<file path="src/rtl/hazard_ctrl_pkg.sv">
// Shared pipeline package: FSM state encodings, flush-counter width and
// the default flush length used by hazard_ctrl.
package hazard_ctrl_pkg;

    localparam int unsigned FLUSH_CYCLES_DEF = 2;
    localparam int unsigned FCNT_W           = 3;
    localparam int unsigned STATE_W          = 2;
    localparam int unsigned REG_W            = 5;

    // Encoding 2'd3 is illegal and is steered back to ST_RUN.
    typedef enum logic [STATE_W-1:0] {
        ST_RUN     = 2'd0,
        ST_FLUSH   = 2'd1,
        ST_MEMWAIT = 2'd2
    } hz_state_e;

endpackage

</file>
<file path="src/rtl/hazard_cmp.sv">
// Load-use hazard detector: flags when the load in EX writes a non-x0
// register that the instruction in IF/ID reads.
// Ports:
//   de_memrd, de_ctrl_regwr  - EX instruction is a register-writing load
//   de_wr_reg[5:0]           - EX destination (bits [4:0] compared)
//   f_rs1, f_rs2, f_uses_rs2 - IF/ID source fields and rs2 usage
//   hazard                   - combinational hazard flag
module hazard_cmp
    import hazard_ctrl_pkg::*;
(
    input  logic             de_memrd,
    input  logic             de_ctrl_regwr,
    input  logic [5:0]       de_wr_reg,
    input  logic [REG_W-1:0] f_rs1,
    input  logic [REG_W-1:0] f_rs2,
    input  logic             f_uses_rs2,
    output logic             hazard
);

    logic [REG_W-1:0] wr_reg;
    logic             unused_wr_msb;

    assign wr_reg        = de_wr_reg[REG_W-1:0];
    assign unused_wr_msb = de_wr_reg[5];

    // x0 is hard-wired zero, so a load targeting it never creates a dependency.
    assign hazard = de_memrd && de_ctrl_regwr && (wr_reg != '0) &&
                    ((wr_reg == f_rs1) || (f_uses_rs2 && (wr_reg == f_rs2)));

endmodule

</file>
<file path="src/rtl/hazard_sat_cnt.sv">
// Saturating event counter used for the stall and flush statistics.
// Ports:
//   clk, rst - clock and synchronous active-high reset
//   inc_i    - count one event this cycle
//   cnt_o    - current count, sticks at all-ones
module hazard_sat_cnt #(
    parameter int unsigned CNT_W = 16
) (
    input  logic             clk,
    input  logic             rst,
    input  logic             inc_i,
    output logic [CNT_W-1:0] cnt_o
);

    logic [CNT_W-1:0] cnt_q;

    always_ff @(posedge clk) begin
        if (rst) begin
            cnt_q <= '0;
        end else if (inc_i && (cnt_q != '1)) begin
            cnt_q <= cnt_q + CNT_W'(1);
        end
    end

    assign cnt_o = cnt_q;

endmodule

</file>
<file path="src/rtl/hazard_ctrl.sv">
// Pipeline hazard controller: load-use bubbles, taken-branch flushes and
// whole-pipe freeze on data-memory wait, with saturating event counters.
// Ports:
//   clk, rst                  - clock and synchronous active-high reset
//   de_memrd, de_ctrl_regwr,
//   de_wr_reg                 - load in EX
//   f_rs1, f_rs2, f_uses_rs2  - source operands of IF/ID instruction
//   ex_branch_taken           - branch resolved taken in EX
//   mem_busy                  - data memory stall, freeze the pipeline
//   d_stall, pc_write, ifid_write, ifid_flush, pipe_hold
//                             - combinational pipeline controls
//   state                     - current FSM state
//   stall_cnt, flush_cnt      - load-use bubble / branch flush counts
module hazard_ctrl
    import hazard_ctrl_pkg::*;
#(
    parameter int unsigned FLUSH_CYCLES = FLUSH_CYCLES_DEF,
    parameter int unsigned CNT_W        = 16
) (
    input  logic               clk,
    input  logic               rst,
    input  logic               de_memrd,
    input  logic               de_ctrl_regwr,
    input  logic [5:0]         de_wr_reg,
    input  logic [REG_W-1:0]   f_rs1,
    input  logic [REG_W-1:0]   f_rs2,
    input  logic               f_uses_rs2,
    input  logic               ex_branch_taken,
    input  logic               mem_busy,
    output logic               d_stall,
    output logic               pc_write,
    output logic               ifid_write,
    output logic               ifid_flush,
    output logic               pipe_hold,
    output logic [STATE_W-1:0] state,
    output logic [CNT_W-1:0]   stall_cnt,
    output logic [CNT_W-1:0]   flush_cnt
);

    localparam logic [FCNT_W-1:0] FLUSH_LOAD = FCNT_W'(FLUSH_CYCLES - 1);

    hz_state_e         state_q;
    hz_state_e         ret_q;
    hz_state_e         eff_state;
    logic [FCNT_W-1:0] fcnt_q;
    logic              hazard;
    logic              stall_inc;
    logic              flush_inc;

    hazard_cmp u_cmp (
        .de_memrd      (de_memrd),
        .de_ctrl_regwr (de_ctrl_regwr),
        .de_wr_reg     (de_wr_reg),
        .f_rs1         (f_rs1),
        .f_rs2         (f_rs2),
        .f_uses_rs2    (f_uses_rs2),
        .hazard        (hazard)
    );

    // Leaving MEMWAIT, the cycle behaves as the saved state would.
    assign eff_state = (state_q == ST_MEMWAIT) ? ret_q : state_q;

    // Combinational controls and counter increment strobes.
    always_comb begin
        d_stall    = 1'b0;
        pc_write   = 1'b1;
        ifid_write = 1'b1;
        ifid_flush = 1'b0;
        pipe_hold  = 1'b0;
        stall_inc  = 1'b0;
        flush_inc  = 1'b0;
        if (rst) begin
            d_stall    = 1'b1;
            ifid_flush = 1'b1;
            pc_write   = 1'b0;
            ifid_write = 1'b0;
        end else if (mem_busy) begin
            pc_write   = 1'b0;
            ifid_write = 1'b0;
            pipe_hold  = 1'b1;
        end else begin
            case (eff_state)
                ST_RUN: begin
                    if (ex_branch_taken) begin
                        d_stall    = 1'b1;
                        ifid_flush = 1'b1;
                        flush_inc  = 1'b1;
                    end else if (hazard) begin
                        d_stall    = 1'b1;
                        pc_write   = 1'b0;
                        ifid_write = 1'b0;
                        stall_inc  = 1'b1;
                    end
                end
                ST_FLUSH: begin
                    // Load-use is irrelevant: the dependent instruction is being squashed.
                    d_stall    = 1'b1;
                    ifid_flush = 1'b1;
                    flush_inc  = ex_branch_taken;
                end
                default: ;
            endcase
        end
    end

    // State, saved return state and flush countdown.
    always_ff @(posedge clk) begin
        if (rst) begin
            state_q <= ST_RUN;
            ret_q   <= ST_RUN;
            fcnt_q  <= '0;
        end else if (!(state_q inside {ST_RUN, ST_FLUSH, ST_MEMWAIT})) begin
            state_q <= ST_RUN;
        end else if (mem_busy) begin
            // Keep the original return state across back-to-back wait cycles.
            if (state_q != ST_MEMWAIT) begin
                ret_q <= state_q;
            end
            state_q <= ST_MEMWAIT;
        end else begin
            case (eff_state)
                ST_FLUSH: begin
                    if (ex_branch_taken) begin
                        fcnt_q  <= FLUSH_LOAD;
                        state_q <= ST_FLUSH;
                    end else if (fcnt_q <= FCNT_W'(1)) begin
                        fcnt_q  <= '0;
                        state_q <= ST_RUN;
                    end else begin
                        fcnt_q  <= fcnt_q - FCNT_W'(1);
                        state_q <= ST_FLUSH;
                    end
                end
                default: begin
                    if (ex_branch_taken) begin
                        fcnt_q  <= FLUSH_LOAD;
                        state_q <= (FLUSH_CYCLES > 1) ? ST_FLUSH : ST_RUN;
                    end else begin
                        state_q <= ST_RUN;
                    end
                end
            endcase
        end
    end

    hazard_sat_cnt #(.CNT_W(CNT_W)) u_stall_cnt (
        .clk   (clk),
        .rst   (rst),
        .inc_i (stall_inc),
        .cnt_o (stall_cnt)
    );

    hazard_sat_cnt #(.CNT_W(CNT_W)) u_flush_cnt (
        .clk   (clk),
        .rst   (rst),
        .inc_i (flush_inc),
        .cnt_o (flush_cnt)
    );

    assign state = state_q;

endmodule

</file>
<file path="config.mk">
export PLATFORM = sky130hd
export DESIGN_NAME = hazard_ctrl
export DESIGN_NICKNAME = d
export VERILOG_FILES = /design/src/rtl/hazard_ctrl_pkg.sv /design/src/rtl/hazard_cmp.sv /design/src/rtl/hazard_sat_cnt.sv /design/src/rtl/hazard_ctrl.sv
export SDC_FILE = /design/constraint.sdc
export NUM_CORES = 1
export LEC_CHECK = 0
export BUFFER_PORTS_ARGS = -buffer_cell sky130_fd_sc_hd__clkbuf_2
export CAP_MARGIN = 25
export CORE_ASPECT_RATIO = 1.4
export CORE_MARGIN = 2
export CORE_UTILIZATION = 35
export DETAILED_ROUTE_END_ITERATION = 6
export PLACE_DENSITY = 0.67
export SLEW_MARGIN = 20
export SYNTH_ARGS = -nofsm -noshare
export SYNTH_HDL_FRONTEND = slang
export SYNTH_HIERARCHICAL = 1
export SYNTH_SLANG_ARGS = --single-unit
</file>
<file path="constraint.sdc">
create_clock -name clk -period 2.2 [get_ports clk]
set_clock_uncertainty 0.15 [all_clocks]
set_input_delay 0.33 -clock clk [delete_from_list [all_inputs] [get_ports clk]]
set_output_delay 0.33 -clock clk [all_outputs]
set_load 0.005 [all_outputs]
</file>
==> key figures, run 1 <==
Global routing
  • Wire length of the first global-routing pass: 9.39 mm
  • Overflow left after global routing: 0
  • Antenna violations before repair: 0
  • Global routing's busiest layer: met2
  • Total Routing Usage GR: 15.8%
  • Via count of the first global-routing pass: 2168
  • Maximum number of pins on one net before global-route repair: 44
  • Global-route track usage on met2: 29.3%
  • Met3 global-route usage: 2.71%
  • Global-route met1 utilization: 18.0%

Pwr
  • PwrDens: 455 mW/mm^2
  • Standby leakage power: 0.00118 uW
  • Worst vdd ir: 211 uV
  • Total Power: 1380 uW

Clock tree
  • Post-CTS Hold Buffers: 0
  • H-tree depth: 2
  • Clock tree from TritonCTS: yes
  • Root Buffer: clkbuf_8
  • Inserted Clock Buffers: 5
  • Clock transition at path regs: 0.07 ns
  • Clock sink count: 39
  • Clock Latency Late Sink: 0.29 ns
  • Clock Path Buffers: 2

Route
  • Post-DRT Antenna Nets: 0
  • Number of design rule violations left after detail routing: 0
  • Wire length per cell after detailed routing: 13.5 um
  • Count of vias placed by the detailed router: 2393
  • Iteration-0 DRC Markers: 121
  • Total wirelength of the detailed-routed design: 5.74 mm
  • Initial DRT Pass Iterations: 4
  • Detail-routed via count per cell: 5.62

STA
  • Number of max-slew violations in the final report: 0
  • Max-slew headroom at the worst pin: 55.9%
  • Setup-failing EPs final: 6
  • Final number of hold-violating endpoints: 0
  • Period utilisation layout: 104%
  • Final hold slack: 0.210 ns
  • Time the worst path needs with I/O delays and setup: 2.29 ns
  • Transition time of the tightest slew-check pin: 0.653 ns
  • RSZ-0062 raised after global routing: yes
  • Worst Slack Setup Final: -0.0946 ns
  • Achievable clock frequency: 436 MHz

Status
  • Violations in the final reports: setup timing
  • Outcome: finished, violations left

Synthesis
  • Top_reg_cell synth: dfxtp_1
  • Flop and latch count out of synthesis: 39
  • Share of synthesized area occupied by flip-flops and latches: 34.0%
  • Yosys Warn Count: 6
  • Syn Area/Cell: 8.43 sq um
  • Summed instance area of the synthesized netlist: 0.00229 sq mm
  • Async set-reset flop share out of synthesis: 0%
  • Number of flops mapped to enable cells by yosys: 0
  • Library cells used by synthesis: 51
  • Count of mapped cells out of synthesis: 272
  • Net Count, Synth: 299

Place
  • Placed Area: 0.00280 sq mm
  • Count of port buffers added during placement: 60
  • Pre-CTS WS: -0.358 ns
  • Number of placed instances, taps included: 413
  • Final weighted congestion in routability-driven placement: 0.793
  • Half-perimeter wire length after detailed placement: 4.16 mm

Critical path
  • Top delay family on crit path: compound AO/OA/AOI/OAI gates
  • Capturing point of the worst reg2reg path: u_stall_cnt/cnt_o[6]
  • Reg-to-Reg Start: ret_q[0]
  • CP most frequent cell: buf_6
  • Critical path type: in -> out
  • Crit path launch type: input port
  • Slowest library cell on the worst path: or4_4
  • Bufs and invs on worst path: 4
  • Critical path data arrival time: 1.81 ns
  • Setup slack, reg-to-reg: 0.14 ns
  • Logic depth of the worst register-to-register path: 6
  • CP Capture Type: output pin
  • Chain of cells forming the critical path: buf_6 > buf_6 > or4_4 > o211ai_2 > a21oi_2 > buf_4 > a311oi_2 > buf_2
  • Max FO, Critical Path: 3
  • Data required time at the worst endpoint: 1.72 ns
  • Delay contributed by the slowest stage of the critical path: 0.47 ns

Floorplanning
  • Total core area: 0.00630 sq mm
  • Total die area: 0.00723 sq mm
  • Die Wd: 72.4 um
  • Placement row count: 34
  • IO Count: 62
  • DIE HEIGHT: 99.8 um
  • Initial standard-cell utilization of the core: 36.4%

Cells and area
  • Diode insertion count for antenna repair: 0
  • Non-filler instance count after layout: 426
  • Area of all placed cells without fillers: 0.00303 sq mm
  • Area added between synthesis and finish: 31.9%
  • Layout fillers: 626
  • Post-layout nets: 380
  • Layout cell share with drive strength beyond 1: 34.2%

Min path
  • Instance count along the most critical hold path: 3
  • Worst Hold End: state[0]
  • Worst hold path startpoint: ex_branch_taken
  • Type of the tightest min-delay check: in -> reg

Job
  • Max-capacitance violation count: 0
[flip-flops by register name, indices dropped and copies added, names as in the netlist]
register	count
fcnt_q	3
state	2
ret_q	2
u_flush_cnt/cnt_o	16
u_stall_cnt/cnt_o	16
[cell usage after synthesis, types with 2 or more instances]
cell type	n	share of area, %
and4_1	7	2.7
nand3_1	15	3.3
o21a_1	3	0.98
ha_1	4	2.2
o21ai_0	11	2.4
dfxtp_1	39	34
buf_1	2	0.33
o31ai_1	12	3.9
o311ai_0	2	0.76
nor2_1	16	2.6
nand2_1	16	2.6
nor4bb_1	2	0.87
or3_1	6	1.6
nor2b_1	7	1.9
nor4_4	2	1.9
and3_1	3	0.82
inv_1	9	1.5
buf_2	2	0.44
o41ai_1	2	0.76
nand4_4	2	1.9
nand4_1	6	1.6
or4_1	15	4.9
buf_4	2	0.65
mux2_2	2	0.98
a21oi_1	25	5.5
mux2i_1	4	1.7
clkbuf_1	4	0.65
nor3_1	10	2.2
nor4_1	5	1.4
xnor2_1	7	2.7
nand3b_1	3	0.98
nand2_2	2	0.55
xor2_1	7	2.7
[logic make-up after synthesis]
| logic type | synth area share (%) |
|---|---|
| adder cells (fa/ha/maj) | 2.18 |
| flip-flops | 34.0 |
| multiplexers | 2.73 |
| XOR/XNOR | 5.35 |
| AO/OA/AOI/OAI | 17.9 |
| AND/OR/NAND/NOR | 34.0 |
| buffers and inverters | 3.76 |
[how the worst max path moves through the flow]
stage | slack [ns] | depth (start not counted) | startpoint | end
2_1_floorplan | -0.02 | 9 | de_wr_reg[1] | u_stall_cnt/cnt_o[7]
3_3_place_gp | -0.28 | 9 | de_wr_reg[1] | u_stall_cnt/cnt_o[11]
3_5_place_dp | -0.36 | 9 | de_wr_reg[1] | u_stall_cnt/cnt_o[11]
4_1_cts | -0.04 | 10 | de_wr_reg[2] | u_stall_cnt/cnt_o[6]
5_1_grt | -0.20 | 10 | f_rs2[1] | u_stall_cnt/cnt_o[6]
6_report | -0.09 | 8 | de_wr_reg[3] | ifid_write
[placed cells by master (no fill, tap or decap), types with 4 or more instances in the layout]
| master | n |
|---|---|
| nor2_1 | 16 |
| nand2_2 | 4 |
| and4_1 | 5 |
| a21oi_1 | 23 |
| nand4_1 | 6 |
| o21ai_0 | 11 |
| xnor2_1 | 6 |
| nor3_1 | 10 |
| ha_1 | 4 |
| xor2_1 | 7 |
| buf_4 | 25 |
| or4_1 | 14 |
| clkbuf_8 | 7 |
| clkbuf_2 | 54 |
| nand2_1 | 14 |
| o31ai_1 | 12 |
| mux2i_1 | 4 |
| inv_1 | 8 |
| nand3_1 | 15 |
| or3_1 | 5 |
| nor2b_1 | 7 |
| dfxtp_1 | 39 |
[metrics by stage]
| stage | util [%] | setup TNS [ns] |
|---|---|---|
| finish | 48.1 | -0.267 |
| detailed placement | 44.4 | -3.98 |
| floorplan | - | -0.0236 |
| global placement | 44.4 | -3.38 |
| global route | 48.1 | -1.58 |
| CTS | 46.2 | -0.239 |
[layer usage]
metal  share of wire, %  vias to the layer above
met5                  0                        -
met4                1.8                        0
met3                3.9                       11
met2                 53                       61
met1                 41                     1132
li1                   -                     1189
[layout make-up]
cell class | instances | area (sq um) | area share, %
inverters | 9 | 33.8 | 1.12
clock buffers | 8 | 100 | 3.31
multi-input cells | 213 | 1500 | 49.7
repair buffers | 85 | 517 | 17.1
flip-flops and latches | 39 | 781 | 25.8
well taps | 72 | 90.1 | 2.98
[power breakdown]
group          switching [uW]  leakage (uW)  internal, uW
Sequential               6.38      0.000315           710
Clock                     250     0.0000515           286
Combinational            60.8      0.000812          62.5
[worst register-to-register path, cell delays in order, from the launching register on]
cell	delay (ns)
dfxtp_1	0.34
o21ai_0	0.30
and4_4	0.32
and4_4	0.27
o41ai_4	0.09
or3_4	0.39
a21oi_2	0.14
[timing repair]
item,4_1_cts,5_1_grt
buffers inserted,0,5
pin swaps,1,14
setup endpoints to repair,7,16
resized for setup,2,22
Note: power is estimated with default switching activity, not from simulation.
==> run 2: changes to the inputs <==
--- a/config.mk
+++ b/config.mk
@@ -11,7 +11,6 @@
 export CORE_MARGIN = 2
 export CORE_UTILIZATION = 35
 export DETAILED_ROUTE_END_ITERATION = 6
-export PLACE_DENSITY = 0.67
 export SLEW_MARGIN = 20
 export SYNTH_ARGS = -nofsm -noshare
 export SYNTH_HDL_FRONTEND = slang
==> key figures, run 2 (synthesized netlist as in run 1, its figures left out) <==
Pwr
  • Total Power: 1320 uW (-4.4%)
  • Internal power summed over all cells: 991 uW (-6.4%)
  • Fraction of power consumed by combinational cells: 9.1% (about the same)
  • PwrDens: 434 mW/mm^2 (-4.6%)
  • Sw frac: 24.6% (+1.6 points)
  • Standby leakage power: 0.00118 uW (-0.13%)
  • Worst vdd ir: 188 uV (-11%)
  • Clock network power share: 36.4% (-2.6 points)
  • Switching Power: 324 uW (+2.1%)
  • Sequential cell fraction of total power: 54.5% (+2.4 points)

STA
  • Number of max-slew violations in the final report: 0 (unchanged)
  • Period utilisation layout: 100% (-4.3 points)
  • Final hold slack: 0.195 ns (-0.0144 ns)
  • Max-slew headroom at the worst pin: 57.7% (+1.8 points)
  • Final number of hold-violating endpoints: 0 (unchanged)
  • Time the worst path needs with I/O delays and setup: 2.20 ns (-0.0953 ns)
  • Transition time of the tightest slew-check pin: 0.626 ns (-0.0270 ns)
  • Achievable clock frequency: 455 MHz (+4.3%)
  • RSZ-0062 raised after global routing: yes
  • Setup-failing EPs final: 0 (-6)
  • Final total negative setup slack: 0 ns (+0.267 ns)

Critical path
  • Max FO, Critical Path: 5 (+2)
  • Crit path launch type: input port
  • Crit path launch: de_wr_reg[1]
  • Reg-to-Reg Start: u_stall_cnt/cnt_o[10]
  • Critical path type: in -> reg
  • Critical path data arrival time: 2.28 ns (+0.47 ns)
  • Data required time at the worst endpoint: 2.29 ns (+0.57 ns)
  • CP Capture Type: flop

Route
  • Detail-routed via count per cell: 5.50 (-2.0%)
  • Wire length per cell after detailed routing: 13.5 um (+0.16%)
  • Count of vias placed by the detailed router: 2333 (-2.5%)
  • Number of design rule violations left after detail routing: 0 (unchanged)
  • Initial DRT Pass Iterations: 4 (unchanged)
  • Post-DRT Antenna Nets: 0 (unchanged)
  • Total wirelength of the detailed-routed design: 5.73 mm (-0.31%)
  • Iteration-0 DRC Markers: 102 (-16%)

Clock tree
  • Clock transition at path regs: 0.08 ns (about the same)
  • Clock Latency Late Sink: 0.29 ns (about the same)
  • Post-CTS Hold Buffers: 0 (unchanged)
  • Root Buffer: clkbuf_8
  • Clock Path Buffers: 2 (unchanged)
  • Inserted Clock Buffers: 5 (unchanged)
  • Clock tree from TritonCTS: yes
  • Clock sink count: 39 (unchanged)
  • H-tree depth: 2 (unchanged)

Global routing
  • Global-route track usage on met2: 28.5% (-0.78 points)
  • Total Routing Usage GR: 16.7% (+0.95 points)
  • Global-route met1 utilization: 20.4% (+2.4 points)
  • Via count of the first global-routing pass: 2118 (-2.3%)
  • Global routing's busiest layer: met2
  • Overflow left after global routing: 0 (unchanged)
  • Maximum number of pins on one net before global-route repair: 44 (unchanged)
  • Met3 global-route usage: 3.82% (+1.1 points)
  • Antenna violations before repair: 0 (unchanged)
  • Wire length of the first global-routing pass: 9.80 mm (+4.3%)

Floorplanning
  • Total core area: 0.00630 sq mm (unchanged)
  • Initial standard-cell utilization of the core: 36.4% (unchanged)
  • Placement row count: 34 (unchanged)
  • Total die area: 0.00723 sq mm (unchanged)
  • IO Count: 62 (unchanged)
  • DIE HEIGHT: 99.8 um (unchanged)
  • Die Wd: 72.4 um (unchanged)

Cells and area
  • Layout cell share with drive strength beyond 1: 34.7% (+0.48 points)
  • Utilization after layout: 48.2% (+0.099 points)
  • Diode insertion count for antenna repair: 0 (unchanged)
  • Sequential standard cell area: 781 sq um (unchanged)
  • Total area of multi-input combinational cells: 0.00155 sq mm (+2.8%)
  • Highest-count cells in the layout ignoring fill and taps: clkbuf_2, dfxtp_1, a21oi_1
  • Post-layout nets: 378 (-0.53%)
  • Area added between synthesis and finish: 32.2%
  • Most common cell after layout, fill and taps aside: clkbuf_2
  • Layout fillers: 636 (+1.6%)

Min path
  • Type of the tightest min-delay check: in -> reg
  • Worst hold path startpoint: mem_busy

Job
  • Max-capacitance violation count: 0 (unchanged)

Place
  • Half-perimeter wire length after detailed placement: 4.17 mm (+0.25%)
  • Count of port buffers added during placement: 60 (unchanged)
  • Final weighted congestion in routability-driven placement: 0.767 (-3.2%)

Status
  • Outcome: complete, no violations
-- run 2: cell types whose count changed in the layout (fill, tap and decap cells not counted), moves of 2 or more --
cell / before / now
buf_4: 25 / 21
or4_4: 1 / 3
clkbuf_2: 54 / 57
or4_1: 14 / 12
-- run 2: area by class of cell --
class | instances | area share (%)
tap | 72 | 2.97
inverter | 9 | 1.11
clock inverter | 1 | 0.165
timing repair buffer | 83 | 16.5
clock buffer | 7 | 2.52
multi-input combinational | 213 | 51.0
sequential | 39 | 25.8
-- run 2: worst max-delay path, cell delays in order --
cell and delay [ns]:
buf_8 0.10, xor2_2 0.16, nor4_2 0.28, nand3_1 0.12, a21oi_2 0.20, and4_4 0.29
and4_4 0.27, o41ai_4 0.09, or3_1 0.33, a21oi_2 0.11
-- run 2: repair_timing --
item,CTS,global route
cloned,0,0
pin swaps,8,11
buffers inserted,1,0
gates resized for setup,15,13
setup endpoints to repair,11,17
-- run 2: through the flow --
step                      cell area (sq um)  cells  setup WS, ns
after global placement                 2810    415        -0.306
final                                  3030    424      0.000722
after detailed placement               2810    415        -0.408
after global routing                   3030    424        -0.105
after floorplan                        2320    272       -0.0236
after CTS                              2980    424       -0.0567
-- run 2: layer usage --
layer  up-vias  share of wire, %
li1       1185                 -
met1      1085                44
met2        58                51
met3         5               4.3
met4         0               1.2
met5         -                 0
-- run 2: power groups by stage --
stage / registers, uW / logic [uW] / clock network, uW
finish: 717 / 120 / 479
global route: 718 / 134 / 539
CTS: 716 / 116 / 495
detailed placement: 733 / 112 / 0
global placement: 733 / 111 / 0
floorplan: 732 / 62.4 / 0
-- run 2: worst paths after layout --
kind | to | slack, ns | cells after the start
max | u_stall_cnt/cnt_o[6] | 0.0007 | 10
min | state[0] | 0.20 | 4
max reg2reg | u_stall_cnt/cnt_o[15] | 0.17 | 4
min reg2reg | ret_q[1] | 0.37 | 1
==> run 3: changes to the inputs <==
--- a/config.mk
+++ b/config.mk
@@ -11,6 +11,7 @@
 export CORE_MARGIN = 2
 export CORE_UTILIZATION = 35
 export DETAILED_ROUTE_END_ITERATION = 6
+export MAX_ROUTING_LAYER = met4
 export SLEW_MARGIN = 20
 export SYNTH_ARGS = -nofsm -noshare
 export SYNTH_HDL_FRONTEND = slang
==> key figures, run 3 (synthesized netlist as in run 1, its figures left out) <==
Floorplanning
  • Total die area: 0.00723 sq mm (unchanged)
  • Initial standard-cell utilization of the core: 36.4% (unchanged)
  • DIE HEIGHT: 99.8 um (unchanged)
  • Total core area: 0.00630 sq mm (unchanged)
  • Die Wd: 72.4 um (unchanged)
  • IO Count: 62 (unchanged)
  • Placement row count: 34 (unchanged)

Cells and area
  • Diode insertion count for antenna repair: 0 (unchanged)
  • Layout cell share with drive strength beyond 1: 34.7% (unchanged)
  • Most common cell after layout, fill and taps aside: clkbuf_2
  • Post-layout nets: 378 (unchanged)
  • Highest-count cells in the layout ignoring fill and taps: clkbuf_2, dfxtp_1, a21oi_1
  • Area added between synthesis and finish: 32.2% (unchanged)

Pwr
  • Internal power summed over all cells: 991 uW (about the same)
  • Sw frac: 24.7% (+0.073 points)
  • PwrDens: 434 mW/mm^2 (+0.10%)
  • Fraction of power consumed by combinational cells: 9.1% (about the same)
  • Clock network power share: 36.4% (about the same)
  • Worst vdd ir: 189 uV (+0.37%)
  • Sequential cell fraction of total power: 54.4% (about the same)
  • Standby leakage power: 0.00118 uW (unchanged)
  • Switching Power: 325 uW (+0.40%)

Route
  • Iteration-0 DRC Markers: 105 (+2.9%)
  • Number of design rule violations left after detail routing: 0 (unchanged)
  • Initial DRT Pass Iterations: 4 (unchanged)
  • Wire length per cell after detailed routing: 13.5 um (unchanged)
  • Post-DRT Antenna Nets: 0 (unchanged)
  • Detail-routed via count per cell: 5.49 (-0.21%)
  • Count of vias placed by the detailed router: 2328 (-0.21%)
  • Total wirelength of the detailed-routed design: 5.73 mm (unchanged)

Min path
  • Type of the tightest min-delay check: in -> reg

Global routing
  • Total Routing Usage GR: 17.2% (+0.48 points)
  • Overflow left after global routing: 0 (unchanged)
  • Maximum number of pins on one net before global-route repair: 44 (unchanged)
  • Antenna violations before repair: 0 (unchanged)
  • Wire length of the first global-routing pass: 9.81 mm (+0.13%)
  • Via count of the first global-routing pass: 2117 (-0.047%)

Clock tree
  • H-tree depth: 2 (unchanged)
  • Clock transition at path regs: 0.08 ns (about the same)
  • Root Buffer: clkbuf_8
  • Clock Latency Late Sink: 0.30 ns (about the same)
  • Clock tree from TritonCTS: yes
  • Clock Path Buffers: 2 (unchanged)
  • Inserted Clock Buffers: 5 (unchanged)
  • Post-CTS Hold Buffers: 0 (unchanged)
  • Clock sink count: 39 (unchanged)

STA
  • Final number of hold-violating endpoints: 0 (unchanged)
  • Max-slew headroom at the worst pin: 57.7% (unchanged)
  • Transition time of the tightest slew-check pin: 0.626 ns (unchanged)
  • Number of max-slew violations in the final report: 0 (unchanged)
  • Achievable clock frequency: 455 MHz (about the same)
  • Setup-failing EPs final: 0 (unchanged)
  • Time the worst path needs with I/O delays and setup: 2.20 ns (+0.000468 ns)
  • Final hold slack: 0.196 ns (+0.000122 ns)
  • Final total negative setup slack: 0 ns (unchanged)
  • RSZ-0062 raised after global routing: yes
  • Period utilisation layout: 100% (about the same)

Critical path
  • Slowest library cell on the worst path: or3_1
  • Crit path launch type: input port
  • Bufs and invs on worst path: 1 (unchanged)
  • Top delay family on crit path: simple AND/OR/NAND/NOR gates
  • Max FO, Critical Path: 5 (unchanged)
  • Data required time at the worst endpoint: 2.29 ns (about the same)
  • CP Capture Type: flop
  • Delay contributed by the slowest stage of the critical path: 0.33 ns (about the same)
  • Chain of cells forming the critical path: buf_8 > xor2_2 > nor4_2 > nand3_1 > a21oi_2 > and4_4 > and4_4 > o41ai_4 > or3_1 > a21oi_2
  • Critical path type: in -> reg
  • Critical path data arrival time: 2.29 ns (about the same)

Place
  • Count of port buffers added during placement: 60 (unchanged)
  • Final weighted congestion in routability-driven placement: 0.778 (+1.3%)
  • Half-perimeter wire length after detailed placement: 4.17 mm (unchanged)

Status
  • Outcome: complete, no violations

Job
  • Max-capacitance violation count: 0 (unchanged)
==> run 3: area by class of cell <==
cell class | count | area, sq um
Fill cell | 636 | 3260
Multi-Input combinational cell | 213 | 1550
Sequential cell | 39 | 781
Timing Repair Buffer | 83 | 499
Tap cell | 72 | 90.1
Clock buffer | 7 | 76.3
Inverter | 9 | 33.8
Clock inverter | 1 | 5.00
==> run 3: what timing repair did <==
item,in CTS,in global routing
resized for setup,15,13
pin swaps,8,11
endpoints found under the setup margin,11,17
setup buffers,1,0
==> run 3: final timing paths <==
check,startpoint,end,slack (ns),cells after the start
worst max-delay path,de_wr_reg[1],u_stall_cnt/cnt_o[6],0.0003,10
worst min-delay path,mem_busy,state[0],0.20,4
worst max register to register,u_stall_cnt/cnt_o[10],u_stall_cnt/cnt_o[15],0.17,4
worst min register to register,ret_q[1],ret_q[1],0.37,1
==> run 3: worst reg2reg max path, delay by kind of cell (launching register included) <==
family	cells	cell delay, ns
AO/OA/AOI/OAI	1	0.13
AND/OR/NAND/NOR	3	1.25
flip-flops	1	0.43
==> run 3: power by group through the flow <==
stage                     registers (uW)  clock network, uW  logic, uW
after floorplan                      732                  0       62.4
after global placement               733                  0        111
after detailed placement             733                  0        112
after global routing                 718                539        134
final                                717                480        120
after CTS                            716                495        116
==> run 3: metal layers <==
layer	track usage (%)	share of wire, %
met1	20.4	44
met2	28.6	51
met3	3.61	3.9
met4	6.13	1.2
met5	-	0
==> run 3: metrics by stage <==
stage | std cells | power, uW | worst slack, ns | instance area, sq um | utilization, %
after floorplan | 272 | 794 | -0.0236 | 2320 | -
after global placement | 415 | 844 | -0.306 | 2810 | 44.7
after detailed placement | 415 | 845 | -0.408 | 2810 | 44.7
after CTS | 424 | 1330 | -0.0567 | 2980 | 47.3
after global routing | 424 | 1390 | -0.105 | 3030 | 48.2
final | 424 | 1320 | 0.000254 | 3030 | 48.2
